$ cat src/rtl/sb_master_if.sv
`timescale 1ns/1ps
// -----------------------------------------------------------------------------
// sb_master_if -- SB bus initiator
//
// Turns one user command (start word address, burst size code, direction)
// into a complete SB bus burst. Handles bus request/grant, OKAY / ERROR /
// SPLIT responses, split resume and re-arbitration after a lost grant.
// Write data is taken one beat at a time from a valid/ready style port and
// read data is returned one beat at a time with a single-cycle valid pulse.
//
// Optional build macro:
//   SB_MASTER_TIMEOUT_EN  enables a 16-bit watchdog; when it reaches
//                         TIMEOUT_CYCLES in REQ/XFER/SPLIT_WAIT the command
//                         finishes with err=1. Undefined: waits forever.
//
// Parameters:
//   MASTER_ID       value driven on sb_master; 1 -> listen to sb_split[0],
//                   0 -> listen to sb_split[1]
//   LOCK_BURSTS     1 -> sb_mastlock asserted during multi-beat bursts
//   TIMEOUT_CYCLES  watchdog limit (only used with SB_MASTER_TIMEOUT_EN)
//
// Ports:
//   sb_clk, sb_reset        clock, synchronous active-high reset
//   cmd_valid/cmd_ready     command handshake; cmd_write, cmd_addr, cmd_size
//   wr_data/wr_valid        write beat source; wr_ready pulses per beat done
//   rd_data/rd_valid        read beat sink, valid one cycle after the beat
//   done/err                one-cycle completion pulse, err qualifies it
//   sb_busreq/sb_grant      arbitration
//   sb_mastlock, sb_master  lock and master id
//   sb_addr, sb_write, sb_trans, sb_size, sb_burst, sb_wdata  bus controls
//   sb_ready, sb_resp, sb_rdata, sb_split                   slave side
// -----------------------------------------------------------------------------
module sb_master_if #(
  parameter int MASTER_ID      = 1,
  parameter int LOCK_BURSTS    = 0,
  parameter int TIMEOUT_CYCLES = 64
) (
  input  logic        sb_clk,
  input  logic        sb_reset,
  // user command port
  input  logic        cmd_valid,
  output logic        cmd_ready,
  input  logic        cmd_write,
  input  logic [31:0] cmd_addr,
  input  logic [2:0]  cmd_size,
  // user data ports
  input  logic [31:0] wr_data,
  input  logic        wr_valid,
  output logic        wr_ready,
  output logic [31:0] rd_data,
  output logic        rd_valid,
  output logic        done,
  output logic        err,
  // SB bus
  output logic        sb_busreq,
  input  logic        sb_grant,
  output logic        sb_mastlock,
  output logic        sb_master,
  output logic [31:0] sb_addr,
  output logic        sb_write,
  output logic [1:0]  sb_trans,
  output logic [2:0]  sb_size,
  output logic [2:0]  sb_burst,
  output logic [31:0] sb_wdata,
  input  logic        sb_ready,
  input  logic [1:0]  sb_resp,
  input  logic [31:0] sb_rdata,
  input  logic [1:0]  sb_split
);

  localparam logic [1:0] TRANS_IDLE   = 2'd0;
  localparam logic [1:0] TRANS_BUSY   = 2'd1;
  localparam logic [1:0] TRANS_NONSEQ = 2'd2;
  localparam logic [1:0] TRANS_SEQ    = 2'd3;

  localparam logic [1:0] RESP_OKAY  = 2'd1;
  localparam logic [1:0] RESP_ERROR = 2'd2;
  localparam logic [1:0] RESP_SPLIT = 2'd3;

  // The watchdog counter is 16 bits wide, so the limit must fit in it.
  if (TIMEOUT_CYCLES < 1 || TIMEOUT_CYCLES > 65536) begin : g_bad_timeout
    $error("sb_master_if: TIMEOUT_CYCLES out of range 1..65536");
  end

  typedef enum logic [2:0] {
    ST_IDLE,
    ST_REQ,
    ST_XFER,
    ST_SPLIT_WAIT,
    ST_FIN
  } state_t;

  state_t      state_reg,      state_next;
  logic        write_reg,      write_next;
  logic [31:0] base_reg,       base_next;
  logic [2:0]  size_reg,       size_next;
  logic [5:0]  beat_idx_reg,   beat_idx_next;
  logic [5:0]  beat_total_reg, beat_total_next;
  logic        first_reg,      first_next;
  logic        err_reg,        err_next;
  logic [31:0] rd_data_reg,    rd_data_next;
  logic        rd_valid_reg,   rd_valid_next;

  logic        in_xfer;
  logic        busy_beat;
  logic        beat_ok;
  logic        last_beat;
  logic        own_split;
  logic        tmo_hit;
  logic [5:0]  beats_left_m1;

  // Burst code to beat count; codes 000/001 are illegal and decode to 0.
  function automatic logic [5:0] decode_size(input logic [2:0] code);
    logic [5:0] beats;
    case (code)
      3'b010:  beats = 6'd1;
      3'b011:  beats = 6'd2;
      3'b100:  beats = 6'd3;
      3'b101:  beats = 6'd8;
      3'b110:  beats = 6'd16;
      3'b111:  beats = 6'd32;
      default: beats = 6'd0;
    endcase
    return beats;
  endfunction

  assign in_xfer   = (state_reg == ST_XFER);
  // A write beat without data is shown as BUSY and never counts.
  assign busy_beat = in_xfer && write_reg && !wr_valid;
  assign beat_ok   = in_xfer && !busy_beat && sb_ready && (sb_resp == RESP_OKAY);
  assign last_beat = ((beat_idx_reg + 6'd1) == beat_total_reg);
  assign own_split = (MASTER_ID != 0) ? sb_split[0] : sb_split[1];
  // Never underflows in XFER because beat_idx < beat_total there.
  assign beats_left_m1 = beat_total_reg - beat_idx_reg - 6'd1;

`ifdef SB_MASTER_TIMEOUT_EN
  localparam logic [15:0] TMO_LAST = 16'(TIMEOUT_CYCLES - 1);

  logic [15:0] tmo_cnt_reg, tmo_cnt_next;
  logic        tmo_counting;

  assign tmo_counting = (state_reg == ST_REQ) || (state_reg == ST_XFER) ||
                        (state_reg == ST_SPLIT_WAIT);
  assign tmo_hit      = tmo_counting && (tmo_cnt_reg >= TMO_LAST);

  // Counter restarts on every completed beat and every state change.
  always_comb begin
    tmo_cnt_next = 16'd0;
    if (tmo_counting && !beat_ok && (state_next == state_reg) &&
        (tmo_cnt_reg != 16'hFFFF)) begin
      tmo_cnt_next = tmo_cnt_reg + 16'd1;
    end
  end

  always_ff @(posedge sb_clk) begin
    if (sb_reset) begin
      tmo_cnt_reg <= 16'd0;
    end else begin
      tmo_cnt_reg <= tmo_cnt_next;
    end
  end
`else
  assign tmo_hit = 1'b0;
`endif

  // ---------------------------------------------------------------------------
  // Next-state logic
  // ---------------------------------------------------------------------------
  always_comb begin
    state_next      = state_reg;
    write_next      = write_reg;
    base_next       = base_reg;
    size_next       = size_reg;
    beat_idx_next   = beat_idx_reg;
    beat_total_next = beat_total_reg;
    first_next      = first_reg;
    err_next        = err_reg;
    rd_data_next    = rd_data_reg;
    rd_valid_next   = 1'b0;

    case (state_reg)
      ST_IDLE: begin
        if (cmd_valid) begin
          write_next      = cmd_write;
          base_next       = cmd_addr;
          size_next       = cmd_size;
          beat_idx_next   = 6'd0;
          beat_total_next = decode_size(cmd_size);
          if (decode_size(cmd_size) == 6'd0) begin
            err_next   = 1'b1;
            state_next = ST_FIN;
          end else begin
            err_next   = 1'b0;
            state_next = ST_REQ;
          end
        end
      end

      ST_REQ: begin
        if (sb_grant) begin
          // Every (re)entry into XFER starts with a NONSEQ beat.
          first_next = 1'b1;
          state_next = ST_XFER;
        end
      end

      ST_XFER: begin
        if (beat_ok) begin
          beat_idx_next = beat_idx_reg + 6'd1;
          first_next    = 1'b0;
          if (!write_reg) begin
            rd_data_next  = sb_rdata;
            rd_valid_next = 1'b1;
          end
          if (last_beat) begin
            state_next = ST_FIN;
          end else if (!sb_grant) begin
            state_next = ST_REQ;
          end
        end else if (!busy_beat && (sb_resp == RESP_ERROR)) begin
          err_next   = 1'b1;
          state_next = ST_FIN;
        end else if (!busy_beat && (sb_resp == RESP_SPLIT)) begin
          state_next = ST_SPLIT_WAIT;
        end else if (!sb_grant) begin
          // Lost the bus: the uncompleted beat is retried after re-grant.
          state_next = ST_REQ;
        end
      end

      ST_SPLIT_WAIT: begin
        if (own_split) begin
          state_next = ST_REQ;
        end
      end

      ST_FIN: begin
        state_next = ST_IDLE;
      end

      default: begin
        state_next = ST_IDLE;
      end
    endcase

    if (tmo_hit && !beat_ok) begin
      err_next   = 1'b1;
      state_next = ST_FIN;
    end
  end

  always_ff @(posedge sb_clk) begin
    if (sb_reset) begin
      state_reg      <= ST_IDLE;
      write_reg      <= 1'b0;
      base_reg       <= 32'd0;
      size_reg       <= 3'd0;
      beat_idx_reg   <= 6'd0;
      beat_total_reg <= 6'd0;
      first_reg      <= 1'b0;
      err_reg        <= 1'b0;
      rd_data_reg    <= 32'd0;
      rd_valid_reg   <= 1'b0;
    end else begin
      state_reg      <= state_next;
      write_reg      <= write_next;
      base_reg       <= base_next;
      size_reg       <= size_next;
      beat_idx_reg   <= beat_idx_next;
      beat_total_reg <= beat_total_next;
      first_reg      <= first_next;
      err_reg        <= err_next;
      rd_data_reg    <= rd_data_next;
      rd_valid_reg   <= rd_valid_next;
    end
  end

  // ---------------------------------------------------------------------------
  // Outputs. Bus controls are only driven while transferring; elsewhere they
  // sit at zero so an idle or split-parked master presents a quiet bus.
  // ---------------------------------------------------------------------------
  always_comb begin
    cmd_ready   = (state_reg == ST_IDLE);
    done        = (state_reg == ST_FIN);
    err         = (state_reg == ST_FIN) && err_reg;
    wr_ready    = beat_ok && write_reg;
    rd_data     = rd_data_reg;
    rd_valid    = rd_valid_reg;
    sb_master   = (MASTER_ID != 0);
    sb_busreq   = (state_reg == ST_REQ) || in_xfer;
    sb_mastlock = (LOCK_BURSTS != 0) && in_xfer && (beat_total_reg > 6'd1);
    sb_trans    = TRANS_IDLE;
    sb_addr     = 32'd0;
    sb_write    = 1'b0;
    sb_size     = 3'd0;
    sb_burst    = 3'd0;
    sb_wdata    = 32'd0;

    if (in_xfer) begin
      if (busy_beat) begin
        sb_trans = TRANS_BUSY;
      end else if (first_reg) begin
        sb_trans = TRANS_NONSEQ;
      end else begin
        sb_trans = TRANS_SEQ;
      end
      sb_addr  = base_reg + {26'd0, beat_idx_reg};
      sb_write = write_reg;
      sb_size  = size_reg;
      sb_burst = (beats_left_m1 > 6'd7) ? 3'd7 : beats_left_m1[2:0];
      if (write_reg) begin
        sb_wdata = wr_data;
      end
    end
  end

endmodule

$ cat config.mk
export PLATFORM = sky130hd
export DESIGN_NAME = sb_master_if
export DESIGN_NICKNAME = d
export VERILOG_FILES = /design/src/rtl/sb_master_if.sv
export SDC_FILE = /design/constraint.sdc
export NUM_CORES = 1
export LEC_CHECK = 0
export CAP_MARGIN = 20
export CORE_MARGIN = 3
export CORE_UTILIZATION = 30
export DETAILED_ROUTE_END_ITERATION = 12
export GPL_ROUTABILITY_DRIVEN = 0
export GPL_TIMING_DRIVEN = 0
export MAX_ROUTING_LAYER = met4
export SLEW_MARGIN = 20
export SYNTH_ARGS = -nofsm -noshare
export SYNTH_HDL_FRONTEND = slang
export SYNTH_SLANG_ARGS = --single-unit
$ cat constraint.sdc
create_clock -name sb_clk -period 2.6 [get_ports sb_clk]
set_clock_uncertainty 0.1 [all_clocks]
set_input_delay 0.65 -clock sb_clk [delete_from_list [all_inputs] [get_ports sb_clk]]
set_output_delay 0.65 -clock sb_clk [all_outputs]
set_load 0.02 [all_outputs]
==> results.md <==
Synth:
- The register area share after synthesis is 34.4%.
- The number of different library cells used by synthesis comes to 66.
- The simple logic cell fraction of the synthesized area is 32.9%.
- After synthesis, the share of flip-flops with an asynchronous set or reset is 0%.
- The count of yosys warnings during synthesis is 0.
- Of the post-synthesis cell area, the part taken by muxes is 1.06%.
- The combinational family with the most area after synthesis is simple AND/OR/NAND/NOR gates.
- The most used flip-flop cell after synthesis is sky130_fd_sc_hd__dfxtp_1.
- The synthesized netlist devotes 3.59% of its cell area to adder and majority cells.
- The post-synthesis compound-gate area fraction is a little under a fifth.
- Summing the areas of all xor and xnor instances in the mapped netlist gives ~3.2% of the synthesized area.
- After technology mapping, the gate count stands at 666.
- Counting flops with a built-in enable in the synthesized netlist gives 0.
- The post-synthesis area per instance is 7.43 um2.
- The register bit total from synthesis is 85.
- The cell area that synthesis handed to floorplanning was between 4000 and 5000 um2.
- The number of nets handed over by synthesis was 789.

Floorplanning:
- The total die area is 18100 um2.
- The initial cell density of the core is 30.9%.
- The top-level port count is around 220.
- In this run the vertical extent of the chip is around 130 um.
- The x dimension of the die is roughly 130 um.
- The placeable core region is about 16000 um2.
- The total number of placement rows is between 40 and 50.

Route:
- The number of DRC violations after detailed-routing iteration 0 is 253.
- The total number of vias is 5678.
- The count of nets left with antenna violations after detail routing is 0.
- After detailed routing, the number of vias per cell comes to 4.94.
- The post-detailed-route wirelength per cell is ~17 um.
- The post-route DRC violation count is 0.
- For this block, the routed nets add up to roughly 19 mm of wire.
- The pre-antenna-repair detailed-routing pass consisted of 4 iterations.

Clocking:
- The H-tree generated during clock tree synthesis spans 3 levels.
- The cts-stage hold buffer count is 0.
- Counting the buffers created by CTS gives 9.
- The clock tree root buffer cell is sky130_fd_sc_hd__clkbuf_16.
- The longest clock path from root to sink contains 2 buffers.
- The TritonCTS clock tree is built.
- After clock tree synthesis, the clock-pin slew on the worst setup and hold paths is ~70 ps.
- CTS saw 85 sinks.
- The clock latency on the worst-skew pair is 350 ps.

Critical path:
- The startpoint identified for the worst register-to-register timing path is beat_idx_reg[0].
- Of all nets on the critical path, the largest fanout is 5.
- Walking the worst path, the cells encountered are ha_4, fa_2, a211oi_4, o21bai_2, a21oi_4, buf_6, o31ai_4, a21oi_2, buf_4.
- The number of cells on the worst reg-to-reg path is 7.
- The largest single stage delay on the critical path is 390 ps.
- In this run the critical register-to-register path is captured at state_reg[1].
- The type of the worst setup path is reg2out.
- The worst register-to-register path has a setup slack of 390 ps.
- The critical path data arrival time is between 2000 and 2500 ps.
- The data required time at the worst endpoint is between 1500 and 2000 ps.
- The critical path's slowest cell is sky130_fd_sc_hd__fa_2.
- The worst setup path is launched from a register.
- The kind of capture point of the worst setup path is a primary output.

Hold path:
- For hold timing, the worst endpoint is size_reg[2].
- The type of the most critical hold path is reg2reg.
- The cell depth of the worst hold path is 2.
- The startpoint identified for the worst hold timing path is size_reg[2].

Power:
- The total design power is 3.53 mW.
- The power density of the placed cells is 417 nW/um2.
- The largest vdd supply drop is 0.000397 V.
- The static leakage is 3.30 nW.

Finish:
- Compared with the post-synthesis result, the final layout area differs by 71.2%.
- Cells with a size suffix above 1 make up 27.2% of the layout.
- After filler insertion, the fill cell instance count of the layout stands at 1622.
- The number of nets in the layout is 1051.

Placed design:
- The number of input and output port buffers inserted is 217.
- The post-DP HPWL is 13.9 mm.

STA:
- The worst pin sits at a relative slew slack of about two fifths.
- Across all setup checks in the final design, the least slack found is -632 ps.
- The final number of max-transition violations came to 0.
- Based on the critical path, the design can be clocked at up to between 300 and 400 MHz.
- The fraction of the cycle the final worst path needs is 124%.
- The time the final worst path needs with I/O delays and setup is 3230 ps.
- The slew at the pin closest to its max-slew limit is roughly 900 ps.
- Setup repair after global routing could not meet its margin everywhere.
- Adding up every negative setup slack in the final design gives -15940 ps.
- The final count of hold timing violations is 0.
- Setup violations remaining at the end of the flow were counted as 31.

Job:
- Across the run, the number of max-cap violations was 0.

Status:
- The flow ran to the end, but the final reports show violations.
- The checks that failed: negative setup slack.

Global routing:
- The first global-routing pass estimated just under 30 mm of wire.
- Global routing used between 20% and 30% of the available tracks across all layers.
- The total global routing overflow is 0.
- Entering global routing, the biggest net connects 17 pins.
- The initial antenna violation count is 1.
- The via count of the first global-routing pass is 5391.
-- worst max path at each step --
stage	cells past startpoint	startpoint	to
detailed placement	9	beat_idx_reg[0]	sb_addr[24]
floorplan	8	beat_idx_reg[0]	sb_addr[18]
CTS	9	beat_idx_reg[0]	sb_addr[30]
global route	9	beat_idx_reg[0]	sb_addr[24]
global placement	9	beat_idx_reg[0]	sb_addr[24]
finish	9	beat_idx_reg[0]	sb_addr[24]
-- per-layer routing --
metal	vias to the layer above	GRT usage (%)	part of all wire (%)
met5	-	-	0
met4	0	5.03	1.9
met3	30	7.91	7.9
met2	174	32.4	47
met1	2618	25.7	43
li1	2856	-	-
-- worst max-delay path, delay by kind of cell, from the launching register on --
kind	cells	cell delay, ps
AOI/OAI and AO/OA	5	870
adders and majority gates	2	560
buffers and inverters	2	350
DFF	1	350
-- per-stage QoR --
stage               instances  hold WS, ps  worst slack [ps]  utilization [%]  instance area [um2]
global placement         1099          339             -1060             47.0                 7520
CTS                      1144          353              -656             52.0                 8320
floorplan                 666          332              -188                -                 5080
global route             1150          364              -725             52.9                 8470
finish                   1150          352              -632             52.9                 8470
detailed placement       1099          344             -1050             47.0                 7520
-- synthesized netlist by cell type (all sizes together) (4+ instances only) --
master,number,share of area [%]
or3,7,0.88
nor3,17,2.0
o21a,4,0.61
a211oi,5,0.86
o21ai,14,1.4
and2,10,1.3
ha,11,2.8
clkbuf,26,2.0
and3,43,5.4
or4,15,2.3
buf,24,3.2
xor2,9,1.6
nand2,164,12
o31ai,13,2.0
dfxtp,85,34
nand3,9,1.3
inv,9,0.68
a21oi,99,10
nand4,10,1.3
nor2b,9,1.1
nor2,25,1.9
xnor2,9,1.6
-- where the power goes --
group	total, mW	switching (mW)	internal (mW)	leakage (nW)
Clock	1.28	0.587	0.691	0.141
Sequential	1.45	0.0803	1.37	0.697
Combinational	0.806	0.405	0.400	2.47
-- cell type report --
class                   instances  area, um2  area share [%]
diodes                          1       2.50          0.0295
plain buffers                  49        329            3.88
clock buffers                  10        239            2.82
clock inverters                 6       51.3           0.606
inverters                       9       36.3           0.428
multi-input cells             522       3440            40.6
flip-flops and latches         85       1730            20.4
well taps                     216        270            3.19
repair buffers                252       2380            28.1
-- cell usage in the layout (no fill, tap or decap), types with 9 or more instances in the layout --
| cell | n |
|---|---|
| sky130_fd_sc_hd__clkbuf_16 | 9 |
| sky130_fd_sc_hd__nor2_1 | 23 |
| sky130_fd_sc_hd__buf_4 | 41 |
| sky130_fd_sc_hd__a21oi_1 | 79 |
| sky130_fd_sc_hd__dfxtp_1 | 75 |
| sky130_fd_sc_hd__xor2_1 | 9 |
| sky130_fd_sc_hd__nor3_1 | 14 |
| sky130_fd_sc_hd__clkbuf_1 | 17 |
| sky130_fd_sc_hd__clkbuf_2 | 15 |
| sky130_fd_sc_hd__and3_1 | 40 |
| sky130_fd_sc_hd__a21oi_2 | 16 |
| sky130_fd_sc_hd__nand4_1 | 10 |
| sky130_fd_sc_hd__nand2_1 | 163 |
| sky130_fd_sc_hd__dlygate4sd2_1 | 9 |
| sky130_fd_sc_hd__buf_2 | 25 |
| sky130_fd_sc_hd__clkdlybuf4s50_1 | 137 |
| sky130_fd_sc_hd__buf_6 | 47 |
-- logic make-up (layout without fill, tap and decap cells) --
logic type      Yosys count  count (layout)
compound gates          157             157
simple gates            327             327
other cells               2               3
mux                       5               5
fa+ha+maj                13              13
buf+inv                  59             326
xor+xnor                 18              18
flops                    85              85
-- timing repair --
item,4_1_cts,5_1_grt
cloned,3,0
pin swaps,36,35
resized for setup,379,99
setup endpoints to repair,77,70
buffers inserted,27,8
(Power assumes the default switching activity.)
